**src/rtl/pwm_ramp_ctrl_pkg.sv**
```systemverilog
// Shared definitions for the PWM ramp controller: FSM state encoding,
// default parameter values and the full-scale duty helper.
package pwm_ramp_ctrl_pkg;

    typedef enum logic {
        IDLE = 1'b0,
        RUN  = 1'b1
    } state_t;

    localparam int DEFAULT_R         = 8;
    localparam int DEFAULT_HOLD_BITS = 8;

    // Duty value that means 100 % for a generator of resolution r.
    function automatic int full_scale(input int r);
        return 1 << r;
    endfunction

endpackage

```
**src/rtl/pwm_ramp_ctrl.sv**
```systemverilog
// Slew-rate limiter / soft-start sequencer for one PWM channel.
// Walks the committed duty toward the goal in bounded steps, one step every
// hold_periods+1 loads accepted by the PWM generator.
module pwm_ramp_ctrl
    import pwm_ramp_ctrl_pkg::*;
#(
    parameter int R         = DEFAULT_R,
    parameter int HOLD_BITS = DEFAULT_HOLD_BITS
) (
    input  logic                 clk,
    input  logic                 reset_n,
    input  logic                 enable,
    input  logic [R:0]           target_duty,
    input  logic [R:0]           step_size,
    input  logic [HOLD_BITS-1:0] hold_periods,
    input  logic                 kill,
    input  logic                 pwm_done,
    output logic [R:0]           pwm_duty,
    output logic                 pwm_ready,
    output logic [R:0]           cur_duty,
    output logic                 busy,
    output logic                 at_target
);

    localparam int               DUTY_W     = R + 1;
    localparam logic [DUTY_W-1:0] FULL_SCALE = DUTY_W'(full_scale(R));

    state_t               state;
    state_t               state_nxt;
    logic [DUTY_W-1:0]    goal;
    logic [DUTY_W-1:0]    cur_new;
    logic [DUTY_W-1:0]    step_base;
    logic [DUTY_W-1:0]    step_s;
    logic [DUTY_W-1:0]    step_d;
    logic [DUTY_W-1:0]    step_val;
    logic [DUTY_W-1:0]    duty_nxt;
    logic [HOLD_BITS-1:0] hold_cnt;
    logic [HOLD_BITS-1:0] hold_nxt;
    logic                 at_target_nxt;

    // Goal selection and the next step toward it, clamped so it never overshoots.
    always_comb begin
        goal      = kill ? '0 : target_duty;
        cur_new   = pwm_done ? pwm_duty : cur_duty;
        step_base = (state == RUN) ? pwm_duty : cur_duty;
        step_s    = kill ? FULL_SCALE
                         : ((step_size == '0) ? DUTY_W'(1) : step_size);
        step_d    = '0;
        step_val  = goal;
        if (goal >= step_base) begin
            step_d   = goal - step_base;
            step_val = (step_d <= step_s) ? goal : step_base + step_s;
        end else begin
            step_d   = step_base - goal;
            step_val = (step_d <= step_s) ? goal : step_base - step_s;
        end
    end

    // Next-state logic: start a ramp, hold each duty for the programmed number of
    // loads, stop on reaching the goal or when enable drops without kill.
    always_comb begin
        state_nxt     = state;
        duty_nxt      = pwm_duty;
        hold_nxt      = hold_cnt;
        at_target_nxt = 1'b0;
        unique case (state)
            IDLE: begin
                if ((enable && (goal != cur_duty)) || kill) begin
                    state_nxt = RUN;
                    duty_nxt  = step_val;
                    hold_nxt  = '0;
                end
            end
            RUN: begin
                if (!enable && !kill) begin
                    state_nxt = IDLE;
                end else if (pwm_done) begin
                    if (cur_new == goal) begin
                        state_nxt     = IDLE;
                        at_target_nxt = 1'b1;
                    end else if (kill || (hold_cnt == hold_periods)) begin
                        hold_nxt = '0;
                        duty_nxt = step_val;
                    end else begin
                        hold_nxt = hold_cnt + HOLD_BITS'(1);
                    end
                end
            end
        endcase
    end

    // FSM state, presented duty, hold counter and the goal-reached pulse.
    always_ff @(posedge clk or negedge reset_n) begin
        if (!reset_n) begin
            state     <= IDLE;
            pwm_duty  <= '0;
            hold_cnt  <= '0;
            at_target <= 1'b0;
        end else begin
            state     <= state_nxt;
            pwm_duty  <= duty_nxt;
            hold_cnt  <= hold_nxt;
            at_target <= at_target_nxt;
        end
    end

    // Committed duty follows every load the generator accepts, in any state.
    always_ff @(posedge clk or negedge reset_n) begin
        if (!reset_n) begin
            cur_duty <= '0;
        end else if (pwm_done) begin
            cur_duty <= pwm_duty;
        end
    end

    assign pwm_ready = (state == RUN);
    assign busy      = (state == RUN) && (goal != cur_duty);

endmodule

```
**config.mk**
```make
export PLATFORM = sky130hd
export DESIGN_NAME = pwm_ramp_ctrl
export DESIGN_NICKNAME = d
export VERILOG_FILES = /design/src/rtl/pwm_ramp_ctrl_pkg.sv /design/src/rtl/pwm_ramp_ctrl.sv
export SDC_FILE = /design/constraint.sdc
export NUM_CORES = 1
export LEC_CHECK = 0
export CORE_MARGIN = 10
export CORE_UTILIZATION = 45
export DETAILED_ROUTE_END_ITERATION = 16
export PLACE_DENSITY_LB_ADDON = 0.15
export SYNTH_ARGS = -nofsm -noshare
export SYNTH_HDL_FRONTEND = slang
export SYNTH_SLANG_ARGS = --single-unit
```
**constraint.sdc**
```tcl
create_clock -name clk -period 8.7 [get_ports clk]
set_input_delay 1.305 -clock clk [delete_from_list [all_inputs] [get_ports clk]]
set_output_delay 1.305 -clock clk [all_outputs]
set_load 0.005 [all_outputs]
```
; ---- Word level (Yosys, flattened, before mapping)
; Cells that the tools add are included.
[word_totals]
input_bits = 31
out_inout_bits = 21
wordCells = 61
register_bits = 28
[op_classes]
bitwise = 1
addsub = 5
order_cmp = 3
n_reduce_logical = 10
muxes = 29
eq_ne = 8
[op_table]
columns = op, count
row1 = $mux W9, 13
row2 = $mux W8, 5
row3 = $sub A9 B9 Y9, 3
row4 = $le A9 B9 Y1, 2
row5 = $pmux W9 S2, 1
row6 = $pmux W8 S2, 1
row7 = $add A9 B9 Y9, 1
row8 = $eq A9 B9 Y1, 1
row9 = $ge A9 B9 Y1, 1
row10 = $logic_not A9 Y1, 1
row11 = $ne A9 B9 Y1, 1
row12 = $add A8 B1 Y8 const B, 1
row13 = $eq A8 B8 Y1, 1
row14 = $mux W1, 8
row15 = $ne A2 B2 Y1 const B, 4
row16 = $reduce_and A5 Y1, 1
row17 = $reduce_and A4 Y1, 1
row18 = $logic_and A1 B1 Y1, 3
row19 = $logic_not A1 Y1, 2
row20 = $logic_or A1 B1 Y1, 2
row21 = $ne A2 B1 Y1 const B, 1
row22 = $pmux W1 S2, 1
row23 = $not A1 Y1, 1

; ---- Logic depth before layout (Yosys ltp)
; Gate-level depths: netlist of run 1.
[depth]
ltp_word = 11
ltp_mapped = 20
mapped_depth_nobuf = 18

; ---- Worst setup path after synthesis of run 1
; No wires, ideal clock.
[synth_timing]
kind = input -> register
from = input port kill
to = register pwm_duty[7]
path_buffers = 2
t_arrival_ps = 5059
setup_ps = 121
setup_slack_ps = 3520
t_required_ps = 8579
stages = 19
path_cell_list = buf_4 > nand2b_4 > inv_1 > ha_1 > inv_1 > fa_1 > a221oi_1 > inv_1 > a221oi_1 > xnor2_1 > ha_1 > and4_1 > nand2_1 > o22ai_1 > nor2_1 > or3b_1 > buf_6 > o22a_1 > a22o_1
[synth_between]
elab_chain_cells = 10
elab_cells_between_ends = 30
cone_classes = add/sub: 4 / order compare: 3 / eq/ne: 6 / mux: 11 / reduce/logical: 6
[synth_rtl]
columns = item, line_no
row1 = start: declaration, pwm_ramp_ctrl.sv:16  ; input logic kill,
row2 = $mux W9, pwm_ramp_ctrl.sv:43  ; goal = kill ? '0 : target_duty;
row3 = $sub A9 B9 Y9 (on tied branches), "pwm_ramp_ctrl.sv:54, pwm_ramp_ctrl.sv:51"
row4 = $le A9 B9 Y1 (on tied branches), "pwm_ramp_ctrl.sv:55, pwm_ramp_ctrl.sv:52"
row5 = $mux W9 (on tied branches), "pwm_ramp_ctrl.sv:55, pwm_ramp_ctrl.sv:52"
row6 = $mux W9, pwm_ramp_ctrl.sv:50  ; if (goal >= step_base) begin
row7 = $mux W9, pwm_ramp_ctrl.sv:81  ; end else if (kill || (hold_cnt == hold_periods)) begin
row8 = $mux W9, pwm_ramp_ctrl.sv:78  ; if (cur_new == goal) begin
row9 = $mux W9, pwm_ramp_ctrl.sv:77  ; end else if (pwm_done) begin
row10 = $mux W9, pwm_ramp_ctrl.sv:75  ; if (!enable && !kill) begin
row11 = $pmux W9 S2, pwm_ramp_ctrl.sv:66  ; unique case (state)
row12 = end signal: assignment, pwm_ramp_ctrl.sv:101  ; pwm_duty <= duty_nxt;
row13 = end: declaration, pwm_ramp_ctrl.sv:18  ; output logic [R:0] pwm_duty,
; Several ways; a longest one is shown, not always the timed one. The select of a mux whose other input is x is not followed.
; A chain may end at the register's enable or synchronous reset.

; ---- Final worst setup path of run 1
; Same ends and word-level chain as after synthesis.

==> impl_metrics.yaml, run 1 <==
run_status:
  outcome: "completed"
sta:
  hold_slack_ns: 0.5732
  max_slew_margin_pct: 39.17
  tns_ns: 0
  setup_viol: 0
  rsz0062_at_grt: "false"
  maxSlewViolCount: 0
  post-route-period-util_pct: 68.73
  setup_ws_ns: 2.720
  final-hold-violation-count: 0
  clock_skew_ns: 0.009485
  clock.fmax_mhz: 167.2
  fin_crit_ns: 5.980
  tightest_slew_ns: 0.9124
setup_path:
  crit_fanout: 29
  reg2reg_depth: 15
  critPathSlowestCell: "or3b_1"
  critPathLaunchType: "input port"
  cpPeakStageDelay_ns: 0.57
  critical_path_class: "in2reg"
  r2r-start: "pwm_ready$_DFF_PN0_"
  reg2reg_slack_ns: 3.18
  crit_chain: "clkdlybuf4s50_1 > buf_4 > nor2b_1 > ha_1 > a221oi_1 > inv_1 > a221oi_1 > xnor2_1 > ha_1 > nand2_1 > o21ai_0 > a2111oi_0 > nor2_1 > or3b_1 > o22a_1 > a22o_1"
  reg2reg_to: "pwm_duty[7]$_DFFE_PN0P_"
  required_ns: 8.88
  arrival_ns: 6.16
  cp-end-kind: "flop"
hold_path:
  hold_depth: 2
  min_path_type: "reg2reg"
  min_from: "pwm_duty[6]$_DFFE_PN0P_"
  min_to: "pwm_duty[6]$_DFFE_PN0P_"
global_route:
  grt_util_all_layers_pct: 16.74
  grt_max_degree: 30
  antenna_found_initial: 0
  grt_pass1_wl_mm: 18.12
  grt_overflow: 0
  grt_pass1_vias: 3371
detailed_routing:
  first_pass_iters: 4
  postRouteAntennaNets: 0
  viasPerCell: 5.567
  remaining_drc_errors: 0
  num_vias: 3429
  wl_per_cell_um: 18.12
  finalWirelength_mm: 11.16
  drtIter0Drc: 170
cts:
  cts_root_buffer: "clkbuf_8"
  cts_buffers: 3
  ctsLongestPathBuffers: 2
  clkTransAtPathRegs_ns: 0.10
  hold_buffers: 0
  clkLatencyLatePin_ns: 0.28
  htree_levels: 1
  cts_tree: "done"
  postCtsResizedCells: 0
  post_cts_buffers: 0
  cts_num_sinks: 28
placement:
  dp_slack_ns: 2.464
  port-buffer-count: 51
  gp_congestion: 0.9317
  hpwl_mm: 9.238
job:
  max_cap_viol_count: 0
synth:
  syn-num-nets: 556
  yosys-top-cells-count: "ha_1, inv_1, nor2_1, dfrtp_1, xnor2_1"
  synth-adder-area-share_pct: 17.79
  synth_top_family_by_area: "compound AO/OA/AOI/OAI gates"
  syn-cell-area_sq_mm: 0.004038
  syn_avg_cell_area_sq_um: 8.591
  async_reset_ff_share_pct: 100.0
  yosys_most_used_dff: "dfrtp_1"
  synthCells: 470
  yosysSeqAreaShare_pct: 17.35
  synth.ff_latch_count: 28
  yosys.cell_types.count: 70
  synth_compound_area_share_pct: 18.16
  synthMuxAreaShare_pct: 8.832
  synth_xor_area_share_pct: 12.71
  yosys.area.top_type_share_pct: 17.35
  ys_warn_count: 0
  synth.most_common_cell: "ha_1"
  yosysTopAreaCell: "dfrtp_1"
  synth_edf_count: 0
  synth.area.top_cells: "dfrtp_1, ha_1, xnor2_1"
  yosys.area_share.simple_pct: 18.04
floorplan:
  die_y_um: 114.7
  start_util_pct: 46.30
  dieArea_sq_mm: 0.01316
  ios: 52
  coreArea_sq_mm: 0.008721
  rows: 34
  die_w_um: 114.7
pwr:
  worst_ir_drop_vdd_v: 0.0001681
  p_leak_nw: 2.163
  p_per_area_mw_per_mm2: 343.5
  power_mw: 1.591
finish:
  fin_nets: 595
  area_growth_pct: 14.69
  drive_gt1_share_pct: 6.496
  diodes: 0
==> final cells by class <==
cell class                      count  area (sq um)
Multi-Input combinational cell    379          3049
Timing Repair Buffer               53         525.5
Tap cell                          108         135.1
Fill cell                         834          4090
Clock buffer                        4         55.05
Sequential cell                    28         700.7
Inverter                           44         165.2
==> power breakdown <==
part / leakage, nW / total [mW] / internal, mW / switching, mW
Clock: 0.0288 / 0.0834 / 0.0406 / 0.0428
Combinational: 1.77 / 1.27 / 0.583 / 0.684
Sequential: 0.359 / 0.241 / 0.171 / 0.0695
==> placed cells by master, fill, tap and decap left out, types with 3 or more instances in the layout <==
| cell | instances |
|---|---|
| ha_1 | 51 |
| clkdlybuf4s50_1 | 51 |
| inv_1 | 43 |
| nor2_1 | 32 |
| dfrtp_1 | 28 |
| xnor2_1 | 27 |
| xor2_1 | 26 |
| a21oi_1 | 26 |
| mux2i_1 | 23 |
| nand2_1 | 19 |
| o21ai_0 | 18 |
| a21o_1 | 13 |
| nand2b_1 | 12 |
| nor2b_1 | 9 |
| nand3_1 | 9 |
| a31oi_1 | 8 |
| and3_1 | 8 |
| nor4_1 | 7 |
| nand4_1 | 6 |
| o21ai_1 | 5 |
| mux2_2 | 4 |
| fa_1 | 4 |
| clkbuf_8 | 4 |
| xnor2_2 | 3 |
| nor2b_2 | 3 |
| or3_1 | 3 |
| nand3b_1 | 3 |
| a221oi_1 | 3 |
| o21bai_1 | 3 |
| nor3_1 | 3 |
| o211ai_1 | 3 |
==> worst max path at each step <==
stage,startpoint,endpoint,slack [ns],depth (start not counted)
3_3_place_gp,kill,pwm_duty[7]$_DFFE_PN0P_,2.59,16
6_report,kill,pwm_duty[7]$_DFFE_PN0P_,2.72,16
4_1_cts,kill,pwm_duty[7]$_DFFE_PN0P_,2.74,16
2_1_floorplan,kill,pwm_duty[7]$_DFFE_PN0P_,3.52,19
5_1_grt,kill,pwm_duty[7]$_DFFE_PN0P_,2.38,16
3_5_place_dp,kill,pwm_duty[7]$_DFFE_PN0P_,2.46,16
==> flip-flops by register name, indices dropped and copies added, names as in the netlist <==
register and flops:
cur_duty 9, pwm_duty 9, hold_cnt 8, at_target 1
pwm_ready 1
==> cell families after synthesis <==
family | after synthesis
xor gates and xnor gates | 56
buffers and inverters | 63
and+or+nand+nor | 131
DFF | 28
adders and majority gates | 55
AOI/OAI and AO/OA | 106
muxes | 31
==> worst max-delay path, delay by kind of cell <==
family / cells / cell delay (ns)
compound gates: 6 / 1.65
fa+ha+maj: 2 / 0.71
xor+xnor: 1 / 0.11
simple gates: 4 / 1.68
buf+inv: 3 / 0.71
==> routing by layer <==
metal,GRT usage [%],vias up,wire (um)
li1,-,1735,-
met5,0,-,0
met1,23.36,1627,5262
met3,2.883,6,638
met2,27.22,61,5190
met4,1.733,0,72
==> stage by stage <==
stage | instances | utilization, % | cell area [sq um]
detailed placement | 612 | 52.47 | 4576
global placement | 612 | 52.47 | 4576
floorplan | 470 | - | 4038
CTS | 616 | 53.10 | 4631
global route | 616 | 53.10 | 4631
finish | 616 | 53.10 | 4631
Power figures use the tool's default switching activity.
==> run 2: changes to the inputs <==
clock period = 5.3 ns   (was 8.7 ns; I/O delays follow)
==> run 2 against run 1 <==
Compared with the run above: via count is 4.0% higher; count of clock-buffer cells in the layout unchanged; critical endpoint is now pwm_duty[8]$_DFFE_PN0P_; global-route usage increased by 0.054 points.
==> impl_metrics.yaml, run 2 (synthesis gave the netlist of run 1 again) <==
global_route:
  grt_overflow: 0
  grt_util_all_layers_pct: 16.80
  grt_pass1_wl_mm: 18.12
  grt_max_degree: 29
  antenna_found_initial: 0
  grt_pass1_vias: 3475
sta:
  fin_crit_ns: 4.976
  maxSlewViolCount: 0
  post-route-period-util_pct: 93.88
  clock.fmax_mhz: 201.0
  setup_viol: 0
  final-hold-violation-count: 0
  max_slew_margin_pct: 39.03
  hold_slack_ns: 0.5594
  rsz0062_at_grt: "false"
  tns_ns: 0
  tightest_slew_ns: 0.8915
  clock_skew_ns: 0.002990
placement:
  port-buffer-count: 51
  hpwl_mm: 9.668
  gp_congestion: 1.029
  dp.cells: 624
finish:
  area_growth_pct: 16.92
  diodes: 0
  final_cell_mix: "ha_1, clkdlybuf4s50_1, inv_1, nor2_1, dfrtp_1"
  fin_nets: 607
  fin_cells: 628
  fillers: 812
  top_regs: "cur_duty x9, pwm_duty x9, hold_cnt x8"
  fin_util_pct: 54.13
  drive_gt1_share_pct: 8.654
setup_path:
  critPathSlowestCell: "clkdlybuf4s50_1"
  crit_path_frequent_cell: "inv_1"
  worst-path-buf-inv: 5
  cpPeakStageDelay_ns: 0.54
  cp_top_family: "compound AO/OA/AOI/OAI gates"
  cp-end-kind: "flop"
  crit_fanout: 8
  arrival_ns: 5.15
  crit_chain: "clkdlybuf4s50_1 > nand2b_4 > inv_1 > ha_1 > inv_1 > fa_1 > a221oi_1 > buf_4 > inv_1 > a221oi_1 > xnor2_1 > ha_1 > a21oi_1 > o21ai_0 > a2111oi_0 > nor2_1 > or3b_1 > a31oi_1 > a32o_1"
  r2r-start: "pwm_ready$_DFF_PN0_"
  critPathLaunchType: "input port"
  required_ns: 5.47
  cp.depth: 19
  reg2reg_depth: 16
  crit_start: "kill"
  critical_path_class: "in2reg"
hold_path:
  hold_depth: 2
  min_path_type: "reg2reg"
  min_from: "pwm_duty[6]$_DFFE_PN0P_"
detailed_routing:
  drtIter0Drc: 208
  viasPerCell: 5.678
  finalWirelength_mm: 11.57
  postRouteAntennaNets: 0
  wl_per_cell_um: 18.42
  remaining_drc_errors: 0
  first_pass_iters: 4
  num_vias: 3566
pwr:
  p_leak_nw: 2.221
  p_per_area_mw_per_mm2: 578.2
  worst_ir_drop_vdd_v: 0.0002976
floorplan:
  start_util_pct: 46.30
  rows: 34
  ios: 52
  dieArea_sq_mm: 0.01316
  coreArea_sq_mm: 0.008721
  die_y_um: 114.7
  die_w_um: 114.7
run_status:
  outcome: "completed"
cts:
  cts_root_buffer: "clkbuf_8"
  cts_buffers: 3
  clkTransAtPathRegs_ns: 0.10
  post_cts_buffers: 0
  htree_levels: 1
  ctsLongestPathBuffers: 2
  hold_buffers: 0
  clkLatencyLatePin_ns: 0.28
  postCtsResizedCells: 0
  cts_num_sinks: 28
  cts_tree: "done"
job:
  max_cap_viol_count: 0
[run 2: changes by cell type in the layout (fill, tap and decap cells not counted)]
cell	previous run	this run
buf_4	2	14
[run 2: final timing paths]
| path | endpoint | slack [ns] |
|---|---|---|
| worst max-delay path | pwm_duty[8]$_DFFE_PN0P_ | 0.32 |
| worst min-delay path | pwm_duty[6]$_DFFE_PN0P_ | 0.56 |
| worst max register to register | pwm_duty[8]$_DFFE_PN0P_ | 0.60 |
| worst min register to register | pwm_duty[6]$_DFFE_PN0P_ | 0.56 |
| max in group asynchronous | hold_cnt[3]$_DFFE_PN0P_ | 4.14 |
| min in group asynchronous | hold_cnt[5]$_DFFE_PN0P_ | 0.89 |
[run 2: tightest hold or removal path, cell delays in order (launching register included)]
cell	delay [ns]
dfrtp_1	0.40
nand2_1	0.06
o21ai_1	0.06
[run 2: metrics by stage]
stage          setup WS (ns)  power (mW)  instance area, sq um
3_3_place_gp          0.1479       2.538                  4666
5_1_grt              0.06658       2.948                  4721
3_5_place_dp          0.1008       2.576                  4666
4_1_cts               0.3729       2.723                  4721
2_1_floorplan         0.6298       1.897                  4038
6_report              0.3241       2.730                  4721
[run 2: routing by layer]
metal	vias to the layer above	routed length, um	global-route usage, %
met5	-	0	0
met4	0	80	1.568
met3	6	616	2.673
met2	87	5566	28.01
met1	1717	5306	23.07
li1	1756	-	-
[run 2: report_power, final]
part / leakage, nW / internal, mW / total, mW / switching, mW
Combinational: 1.83 / 1.03 / 2.20 / 1.17
Sequential: 0.359 / 0.281 / 0.392 / 0.111
Clock: 0.0288 / 0.0666 / 0.136 / 0.0692
[run 2: final cells by class]
class	count	area [sq um]	share of cell area (%)
multi-input cells	379	3049	64.59
flip-flops and latches	28	700.7	14.84
repair buffers	65	615.6	13.04
inverters	44	165.2	3.499
well taps	108	135.1	2.862
clock buffers	4	55.05	1.166
==> run 3: changes to the inputs <==
CELL_PAD_IN_SITES_DETAIL_PLACEMENT = 2   (was default)
CELL_PAD_IN_SITES_GLOBAL_PLACEMENT = 2   (was default)
CORE_UTILIZATION = 31   (was 45)
SKIP_LAST_GASP = 1   (was default)
==> run 3 against run 2 <==
Compared with the run above: non-clock buffer count rose by 1; hold slack improved by 0.012 ns; die area rose by 37%; first-iteration DRC count fell by 35%; critical path depth did not move; power rose by 7.4%; critical endpoint is now pwm_duty[4]$_DFFE_PN0P_.
==> impl_metrics.yaml, run 3 (synthesis gave the netlist of run 1 again) <==
sta:
  tns_ns: 0
  fin_crit_ns: 4.930
  max_slew_margin_pct: 42.07
  rsz0062_at_grt: "false"
  clock_skew_ns: 0.006592
  post-route-period-util_pct: 93.01
  tightest_slew_ns: 0.8470
  final-hold-violation-count: 0
  setup_viol: 0
  clock.fmax_mhz: 202.9
  maxSlewViolCount: 0
setup_path:
  cp-end-kind: "flop"
  critical_path_class: "in2reg"
  crit_start: "kill"
  critPathLaunchType: "input port"
  arrival_ns: 5.13
  crit_fanout: 20
  required_ns: 5.50
  r2r-start: "pwm_ready$_DFF_PN0_"
cts:
  ctsLongestPathBuffers: 2
  clkTransAtPathRegs_ns: 0.07
  clkLatencyLatePin_ns: 0.28
  cts_num_sinks: 28
  cts_buffers: 3
  cts_root_buffer: "clkbuf_16"
  hold_buffers: 0
  post_cts_buffers: 0
  htree_levels: 1
  cts_tree: "done"
  postCtsResizedCells: 0
pwr:
  p_leak_nw: 2.260
  worst_ir_drop_vdd_v: 0.0002675
  pwr-share-seq_pct: 13.9
  switchingPower_mw: 1.446
  combPwrFrac_pct: 78.0
  p_sw_share_pct: 49.30
  p_per_area_mw_per_mm2: 600.3
  power_mw: 2.932
  intPower_mw: 1.487
  clkPwrFrac_pct: 8.0
job:
  max_cap_viol_count: 0
floorplan:
  coreArea_sq_mm: 0.01267
  die_y_um: 134.1
  start_util_pct: 31.87
  die_w_um: 134.1
  dieArea_sq_mm: 0.01799
  rows: 41
  ios: 52
global_route:
  grt_overflow: 0
  grt_util_all_layers_pct: 16.52
  grt_pass1_vias: 4119
  antenna_found_initial: 0
  grt_max_degree: 29
  grt_pass1_wl_mm: 23.83
hold_path:
  min_path_type: "reg2reg"
  min_from: "pwm_duty[1]$_DFFE_PN0P_"
detailed_routing:
  num_vias: 3640
  drtIter0Drc: 136
  first_pass_iters: 4
  viasPerCell: 5.253
  finalWirelength_mm: 14.76
  wl_per_cell_um: 21.30
  remaining_drc_errors: 0
  postRouteAntennaNets: 0
finish:
  fin_cells: 693
  final_cell_mix: "ha_1, clkdlybuf4s50_1, inv_1, nor2_1, dfrtp_1"
  drive_gt1_share_pct: 9.213
  fillers: 1463
  diodes: 0
  fin_nets: 608
  top_regs: "cur_duty x9, pwm_duty x9, hold_cnt x8"
  seq_area_sq_um: 700.7
  multi_input_area_sq_mm: 0.003063
  area_growth_pct: 20.98
placement:
  dp.cells: 689
  port-buffer-count: 51
  hpwl_mm: 12.36
  gp_congestion: 0.9456
run_status:
  outcome: "completed"
==> run 3: changes by cell type in the layout (fill, tap and decap cells not counted) <==
cell,delta
a2111oi_0,-1
a2111oi_2,+1
buf_12,+1
bufinv_16,+1
clkbuf_16,+3
clkbuf_8,-4
nor2b_2,-1
nor2b_4,+1
or3b_1,-1
or3b_4,+1
==> run 3: metal layers <==
metal  share of wire, %  global-route usage (%)  vias up
li1                   -                       -     1755
met1                 46                   20.63     1819
met2                 51                   30.18       57
met3                2.4                   1.494        9
met4                1.1                   3.023        0
met5                  0                       0        -
==> run 3: per-stage QoR <==
stage	util [%]	hold WS [ns]	instance area (sq um)	worst slack, ns
detailed placement	37.61	0.5507	4766	-0.06154
floorplan	-	0.4994	4038	0.6298
finish	38.55	0.5711	4885	0.3704
global route	38.55	0.5767	4885	0.05952
CTS	38.44	0.5675	4871	0.2169
global placement	37.61	0.5416	4766	0.1468
==> run 3: power by group through the flow <==
| stage | sequential (mW) | clock, mW | combinational (mW) |
|---|---|---|---|
| after floorplan | 0.371 | 0 | 1.53 |
| after global placement | 0.402 | 0 | 2.17 |
| after detailed placement | 0.410 | 0 | 2.25 |
| after CTS | 0.408 | 0.238 | 2.27 |
| after global routing | 0.422 | 0.246 | 2.55 |
| final | 0.408 | 0.236 | 2.29 |
==> run 3: final cells by class <==
cell class	count	area share, %
clock buffers	3	1.537
clock inverters	1	0.6148
inverters	44	3.381
multi-input cells	379	62.71
flip-flops and latches	28	14.34
well taps	172	4.406
repair buffers	66	13.01
==> run 3: final timing paths <==
check | end | slack, ns | cells after the start
hold / removal | pwm_duty[1]$_DFFE_PN0P_ | 0.57 | 1
min in group asynchronous | pwm_duty[1]$_DFFE_PN0P_ | 0.92 | 2
max in group asynchronous | at_target$_DFF_PN0_ | 4.08 | 2
setup / recovery | pwm_duty[4]$_DFFE_PN0P_ | 0.37 | 19
setup reg to reg | pwm_duty[4]$_DFFE_PN0P_ | 0.69 | 17
hold reg to reg | pwm_duty[1]$_DFFE_PN0P_ | 0.57 | 1
==> run 3: critical path, stage by stage <==
cell and delay [ns]:
clkdlybuf4s50_1 0.46, buf_12 0.18, nor2b_4 0.18, inv_1 0.14, fa_1 0.45, a221oi_1 0.38, buf_4 0.19, o21bai_1 0.06
a21oi_1 0.19, xnor2_1 0.10, ha_1 0.32, a21oi_1 0.08, o21ai_0 0.28, o22ai_1 0.16, nor2_1 0.20, buf_4 0.20
nand2_1 0.07, mux4_2 0.52, a21oi_1 0.16
